[config.mk]
export PLATFORM = sky130hd
export DESIGN_NAME = neuron_lif_flat
export DESIGN_NICKNAME = d
export VERILOG_FILES = /design/src/rtl/neuron_lif_if.sv /design/src/rtl/neuron_lif.sv /design/src/flat_wrapper.sv
export SDC_FILE = /design/constraint.sdc
export NUM_CORES = 1
export LEC_CHECK = 0
export CAP_MARGIN = 25
export CORE_MARGIN = 2
export CORE_UTILIZATION = 37
export CTS_BUF_LIST = sky130_fd_sc_hd__clkbuf_4 sky130_fd_sc_hd__clkbuf_8 sky130_fd_sc_hd__clkbuf_16
export CTS_CLUSTER_SIZE = 24
export DETAILED_ROUTE_END_ITERATION = 16
export HOLD_SLACK_MARGIN = 0.02
export PLACE_DENSITY = 0.58
export SYNTH_ARGS = -nofsm -noshare
export SYNTH_HDL_FRONTEND = slang
export SYNTH_SLANG_ARGS = --single-unit
[constraint.sdc]
create_clock -name clk -period 9.9 [get_ports clk]
set_clock_uncertainty 0.05 [all_clocks]
set_input_delay 2.475 -clock clk [delete_from_list [all_inputs] [get_ports clk]]
set_output_delay 2.475 -clock clk [all_outputs]
set_load 0.01 [all_outputs]
[src/rtl/neuron_lif_if.sv]
// Bundle of the neuron's configuration, spike inputs and observable outputs.
// The driver side (layer controller or bench) uses master, the neuron uses slave.
interface neuron_lif_if #(
   parameter int N_IN      = 4,
   parameter int W_WIDTH   = 4,
   parameter int P_WIDTH   = 8,
   parameter int TH_WIDTH  = 4,
   parameter int REF_WIDTH = 3
) ();
   logic                      en;
   logic [N_IN*W_WIDTH-1:0]   weight;
   logic [TH_WIDTH-1:0]       threshold;
   logic [TH_WIDTH-1:0]       leak;
   logic [REF_WIDTH-1:0]      refrac;
   logic [N_IN-1:0]           data_in;
   logic [N_IN-1:0]           sign_in;
   logic                      data_out;
   logic                      sign_out;
   logic [P_WIDTH-1:0]        potential;
   logic                      refrac_busy;

   modport master (
      output en, weight, threshold, leak, refrac, data_in, sign_in,
      input  data_out, sign_out, potential, refrac_busy
   );

   modport slave (
      input  en, weight, threshold, leak, refrac, data_in, sign_in,
      output data_out, sign_out, potential, refrac_busy
   );
endinterface

[src/rtl/neuron_lif.sv]
// Leaky integrate-and-fire neuron with N_IN signed spike channels, per-channel
// signed weights, saturating membrane potential, programmable leak/threshold
// and a refractory period after each output spike.
module neuron_lif #(
   parameter int N_IN      = 4,
   parameter int W_WIDTH   = 4,
   parameter int P_WIDTH   = 8,
   parameter int TH_WIDTH  = 4,
   parameter int REF_WIDTH = 3
) (
   input  logic           clk,
   input  logic           rst_n,
   neuron_lif_if.slave    bus
);

   // Full-width sum, widened further so leak arithmetic can never wrap either.
   localparam int SUM_W  = P_WIDTH + $clog2(N_IN) + 2;
   localparam int CALC_W = SUM_W + TH_WIDTH + 1;

   localparam logic signed [CALC_W-1:0] P_MAX = {{(CALC_W-P_WIDTH+1){1'b0}}, {(P_WIDTH-1){1'b1}}};
   localparam logic signed [CALC_W-1:0] P_MIN = ~P_MAX;
   localparam logic signed [CALC_W-1:0] ZERO  = '0;

   typedef enum logic {
      ST_INTEGRATE   = 1'b0,
      ST_REFRACTORY  = 1'b1
   } state_t;

   state_t                      state_reg, state_next;
   logic [REF_WIDTH-1:0]        cnt_reg, cnt_next;
   logic signed [P_WIDTH-1:0]   pot_reg, pot_next;
   logic                        dout_reg, dout_next;
   logic                        sout_reg, sout_next;

   logic signed [CALC_W-1:0]    contrib_ext [N_IN];
   logic signed [CALC_W-1:0]    sum_all;
   logic signed [CALC_W-1:0]    pot_ext;
   logic signed [CALC_W-1:0]    leak_ext;
   logic signed [CALC_W-1:0]    thr_ext;
   logic signed [CALC_W-1:0]    leaked;
   logic signed [CALC_W-1:0]    total;
   logic signed [CALC_W-1:0]    n_wide;
   logic                        fire_pos, fire_neg;

   // Per-channel signed contribution; negation in W_WIDTH+1 bits keeps -(-2^(W-1)) exact.
   generate
      for (genvar gi = 0; gi < N_IN; gi++) begin : g_chan
         logic signed [W_WIDTH:0] w_ext;
         logic signed [W_WIDTH:0] c_val;
         assign w_ext = {bus.weight[gi*W_WIDTH + W_WIDTH - 1], bus.weight[gi*W_WIDTH +: W_WIDTH]};
         assign c_val = !bus.data_in[gi] ? '0 :
                        (bus.sign_in[gi] ? -w_ext : w_ext);
         assign contrib_ext[gi] = {{(CALC_W-W_WIDTH-1){c_val[W_WIDTH]}}, c_val};
      end
   endgenerate

   // Sum all channel contributions at full width.
   always_comb begin
      sum_all = ZERO;
      for (int i = 0; i < N_IN; i++) begin
         sum_all = sum_all + contrib_ext[i];
      end
   end

   assign pot_ext  = {{(CALC_W-P_WIDTH){pot_reg[P_WIDTH-1]}}, pot_reg};
   assign leak_ext = {{(CALC_W-TH_WIDTH){1'b0}}, bus.leak};
   assign thr_ext  = {{(CALC_W-TH_WIDTH){1'b0}}, bus.threshold};

   // Leak toward zero without crossing it, then add the input sum and saturate.
   always_comb begin
      leaked = ZERO;
      if (pot_ext > ZERO) begin
         leaked = (pot_ext > leak_ext) ? (pot_ext - leak_ext) : ZERO;
      end else if (pot_ext < ZERO) begin
         leaked = (-pot_ext > leak_ext) ? (pot_ext + leak_ext) : ZERO;
      end
      total = leaked + sum_all;
      if (total > P_MAX) begin
         n_wide = P_MAX;
      end else if (total < P_MIN) begin
         n_wide = P_MIN;
      end else begin
         n_wide = total;
      end
   end

   assign fire_pos = (bus.threshold != '0) && (n_wide >= thr_ext);
   assign fire_neg = (bus.threshold != '0) && (n_wide <= -thr_ext);

   // State, counter, potential and output spike registers.
   always_ff @(posedge clk) begin
      if (!rst_n) begin
         state_reg <= ST_INTEGRATE;
         cnt_reg   <= '0;
         pot_reg   <= '0;
         dout_reg  <= 1'b0;
         sout_reg  <= 1'b0;
      end else begin
         state_reg <= state_next;
         cnt_reg   <= cnt_next;
         pot_reg   <= pot_next;
         dout_reg  <= dout_next;
         sout_reg  <= sout_next;
      end
   end

   // Next-state logic: integrate/fire, or count down the refractory period.
   always_comb begin
      state_next = state_reg;
      cnt_next   = cnt_reg;
      pot_next   = pot_reg;
      dout_next  = 1'b0;
      sout_next  = 1'b0;
      if (bus.en) begin
         case (state_reg)
            ST_INTEGRATE: begin
               if (fire_pos || fire_neg) begin
                  pot_next  = '0;
                  dout_next = 1'b1;
                  sout_next = fire_neg;
                  if (bus.refrac != '0) begin
                     state_next = ST_REFRACTORY;
                     cnt_next   = bus.refrac;
                  end
               end else begin
                  pot_next = n_wide[P_WIDTH-1:0];
               end
            end
            ST_REFRACTORY: begin
               pot_next = '0;
               if (cnt_reg <= REF_WIDTH'(1)) begin
                  cnt_next   = '0;
                  state_next = ST_INTEGRATE;
               end else begin
                  cnt_next = cnt_reg - REF_WIDTH'(1);
               end
            end
            default: begin
               state_next = ST_INTEGRATE;
               cnt_next   = '0;
            end
         endcase
      end
   end

   assign bus.data_out    = dout_reg;
   assign bus.sign_out    = sout_reg;
   assign bus.potential   = pot_reg;
   assign bus.refrac_busy = (state_reg == ST_REFRACTORY);

endmodule
[src/flat_wrapper.sv]
// flat-port wrapper written by rule: the top's interface ports become plain ports
module neuron_lif_flat 
#(
   parameter int N_IN      = 4,
   parameter int W_WIDTH   = 4,
   parameter int P_WIDTH   = 8,
   parameter int TH_WIDTH  = 4,
   parameter int REF_WIDTH = 3
)
  (clk, rst_n, bus_en, bus_weight, bus_threshold, bus_leak, bus_refrac, bus_data_in, bus_sign_in, bus_data_out, bus_sign_out, bus_potential, bus_refrac_busy);
  neuron_lif_if #(.N_IN(N_IN), .W_WIDTH(W_WIDTH), .P_WIDTH(P_WIDTH), .TH_WIDTH(TH_WIDTH), .REF_WIDTH(REF_WIDTH)) bus_i ();
  input  logic clk;
  input  logic rst_n;
  input wire logic [$bits(bus_i.en)-1:0] bus_en;
  input wire logic [$bits(bus_i.weight)-1:0] bus_weight;
  input wire logic [$bits(bus_i.threshold)-1:0] bus_threshold;
  input wire logic [$bits(bus_i.leak)-1:0] bus_leak;
  input wire logic [$bits(bus_i.refrac)-1:0] bus_refrac;
  input wire logic [$bits(bus_i.data_in)-1:0] bus_data_in;
  input wire logic [$bits(bus_i.sign_in)-1:0] bus_sign_in;
  output wire logic [$bits(bus_i.data_out)-1:0] bus_data_out;
  output wire logic [$bits(bus_i.sign_out)-1:0] bus_sign_out;
  output wire logic [$bits(bus_i.potential)-1:0] bus_potential;
  output wire logic [$bits(bus_i.refrac_busy)-1:0] bus_refrac_busy;
  assign bus_i.en = bus_en;
  assign bus_i.weight = bus_weight;
  assign bus_i.threshold = bus_threshold;
  assign bus_i.leak = bus_leak;
  assign bus_i.refrac = bus_refrac;
  assign bus_i.data_in = bus_data_in;
  assign bus_i.sign_in = bus_sign_in;
  assign bus_data_out = bus_i.data_out;
  assign bus_sign_out = bus_i.sign_out;
  assign bus_potential = bus_i.potential;
  assign bus_refrac_busy = bus_i.refrac_busy;
  neuron_lif #(.N_IN(N_IN), .W_WIDTH(W_WIDTH), .P_WIDTH(P_WIDTH), .TH_WIDTH(TH_WIDTH), .REF_WIDTH(REF_WIDTH)) u_core (.clk(clk), .rst_n(rst_n), .bus(bus_i));
endmodule
==> reports/metrics.cfg, run 1 <==
[cells_and_area]
fin_nets=654
seq_area_sq_um=280
multiInputGateArea_sq_mm=0.00301
largest_register_ffs=8
areaGrowthSynthToFinish_pct=28.5
fill_cells=906
diodes=0
layout-drive-gt1-share_pct=13.4
final_cell_area_sq_mm=0.00452

[floorplan]
fp.dieArea_sq_mm=0.0103
rows=35
fp.dieW_microns=101
die_height_microns=101
coreArea_sq_mm=0.00924
ios=49
start_util_pct=38.1

[placed_design]
gp_congestion=0.920
place_area_sq_mm=0.00434
place_hpwl_microns=7020
portBuffers=48

[worst_setup_path]
max_stage_delay_ns=0.54
critPathTopFamily=adder cells
critPathRequiredTime_ns=9.98
crit_fanout=6
path_buf_inv=8
setup.worst_path.class=in2reg
rr_worst_depth=35
crit_cells=37
crit_arrival_ns=9.57
start_kind=input pin
worstSetupEndpointType=flop
critPathSlowestCell=fa_1

[cts]
cts_buffers=3
root_buffer=clkbuf_8
tritoncts=built
cts_hold_buf=0
h-tree-depth=1
cts_buffer_depth=2
clock_latency_ns=0.24
clock-sinks=14
path_clk_slew_ns=0.06

[synth]
ys_warn_count=0
synthArstFlopShare_pct=0
synth-edff-count=0
netlist_area_sq_mm=0.00352
syn_nets=579
synth-seq-cells=14
syn_area_per_cell_sq_um=7.56
yosysUniqueCellTypes=55
seq_area_frac_synth_pct=7.97
ys.flop_type=dfxtp_1
synthCells=465

[global_routing]
grt_max_degree=15
grt-ovfl-total=0
grt_pass1_vias=3234
grt_use_total_pct=16.4
antenna_found_initial=0
grt_pass1_wl_microns=14200

[worst_hold_path]
worstHoldPathCells=2
hold_class=reg2reg

[run]
maxCapViolations=0

[routing]
avgRoutedWirePerCell_microns=12.3
route.detailed.drc=0
postRouteAntennaNets=0
drt-total-wl_microns=8190
num_vias=3334
drt_iter0_markers=135
vias_per_cell=4.99
first_pass_iters=4

[sta]
tns_ns=0
final.min_clock_period_ns=9.48
holdWs_ns=0.460
timing.fmax_mhz=105
finalSetupViolations=0
worst_slew_pin_slew_ns=0.627
hold_violations=0
finalMaxSlewViolations=0
slew_headroom_pct=57.8
fin_crit_sh_pct=95.8

[status]
outcome=completed

## tightest hold or removal path, stage by stage, from the launching register on
cell and delay [ns]:
dfxtp_1 0.34, nand2_1 0.08, o21ai_2 0.05
## metal layers
| metal | GRT usage (%) | routed length [microns] | up-vias |
|---|---|---|---|
| met5 | 0 | 0 | - |
| met4 | 1.77 | 20 | 0 |
| met3 | 1.04 | 222 | 2 |
| met2 | 28.9 | 3900 | 45 |
| met1 | 22.8 | 4050 | 1523 |
| li1 | - | - | 1764 |
## final timing paths
path	start	end	slack (ns)
worst max register to register	u_core.bus.potential[1]	u_core.cnt_reg[0]	2.49
worst max-delay path	bus_weight[9]	u_core.cnt_reg[0]	0.42
worst min register to register	u_core.bus.potential[7]	u_core.bus.potential[7]	0.46
worst min-delay path	u_core.bus.potential[7]	u_core.bus.potential[7]	0.46
## per-stage QoR
step	utilization [%]	instances	setup slack (ns)
after detailed placement	47.0	661	-0.0827
after CTS	47.6	665	0.145
after floorplan	-	465	0.456
after global routing	48.9	668	-0.0702
after global placement	47.0	661	-0.00658
final	48.9	668	0.417
## area by class of cell
class | instances | area share [%]
Clock buffer | 4 | 1.22
Inverter | 73 | 6.06
Multi-Input combinational cell | 365 | 66.5
Sequential cell | 14 | 6.20
Tap cell | 129 | 3.57
Timing Repair Buffer | 83 | 16.4
## synthesized netlist by cell type, types with 2 or more instances
library cell / count / area share, %
a31oi_1: 6 / 1.1
clkbuf_1: 10 / 1.1
o31ai_1: 8 / 1.7
a21oi_1: 17 / 2.4
xnor2_1: 17 / 4.2
mux2_2: 2 / 0.64
o22ai_1: 4 / 0.71
fa_1: 18 / 10
dfxtp_1: 14 / 8.0
mux2i_1: 3 / 0.85
a21o_1: 5 / 1.1
nand2b_1: 8 / 1.4
xor2_1: 3 / 0.75
o21a_1: 15 / 3.2
o21ai_0: 26 / 3.7
nor2b_1: 14 / 2.5
o21ai_2: 9 / 2.2
ha_1: 58 / 21
o21bai_1: 4 / 0.85
nand4_1: 5 / 0.89
a22oi_1: 2 / 0.43
nand3_1: 5 / 0.71
nor4_1: 2 / 0.36
nand3b_1: 2 / 0.43
o221ai_1: 4 / 1.0
o211ai_1: 4 / 0.85
nand2_1: 51 / 5.4
nor3b_1: 7 / 1.5
a21boi_0: 3 / 0.64
inv_1: 73 / 7.8
nor3_1: 8 / 1.1
o211a_1: 2 / 0.57
a211oi_1: 9 / 1.9
nor2_1: 26 / 2.8
## repair_timing
action                                  4_1_cts  5_1_grt
endpoints found under the setup margin        0       13
endpoints found under the hold margin         0        0
resized for setup                             0       24
setup buffers                                 0        3
## logic make-up (layout without fill, tap and decap cells)
family	after synthesis	count (layout)	share of synthesized area [%]
AND/OR/NAND/NOR	136	136	19.3
AO/OA/AOI/OAI	128	128	25.9
buffers and inverters	86	160	9.43
adder cells (fa/ha/maj)	76	76	30.9
XOR/XNOR	20	20	4.98
flip-flops	14	14	7.97
multiplexers	5	5	1.49
## placed cells by master (no fill, tap or decap), types with 9 or more instances in the layout
| cell type | n |
|---|---|
| inv_1 | 72 |
| ha_1 | 54 |
| nand2_1 | 50 |
| clkdlybuf4s50_1 | 48 |
| buf_4 | 35 |
| nor2_1 | 26 |
| o21ai_0 | 23 |
| xnor2_1 | 17 |
| fa_1 | 17 |
| a21oi_1 | 16 |
| o21a_1 | 15 |
| dfxtp_1 | 14 |
| nor2b_1 | 12 |
| o21ai_2 | 9 |
Power of run 1 is left out: the tool's default activity adds up to more than one toggle a clock period on the data nets, which glitch-free logic cannot reach.
==> run 2: changes to the inputs <==
- HOLD_SLACK_MARGIN: 0.02 -> 0.06
==> results of run 2 <==
Final layout, timing and power as in run 1 (identical DEF).
Power of run 2 is left out for the same reason.
==> run 3: changes to the inputs <==
- CAP_MARGIN: 25 -> unset
==> results of run 3 <==
Final layout, timing and power as in run 1 (identical DEF).
Power of run 3 is left out for the same reason.
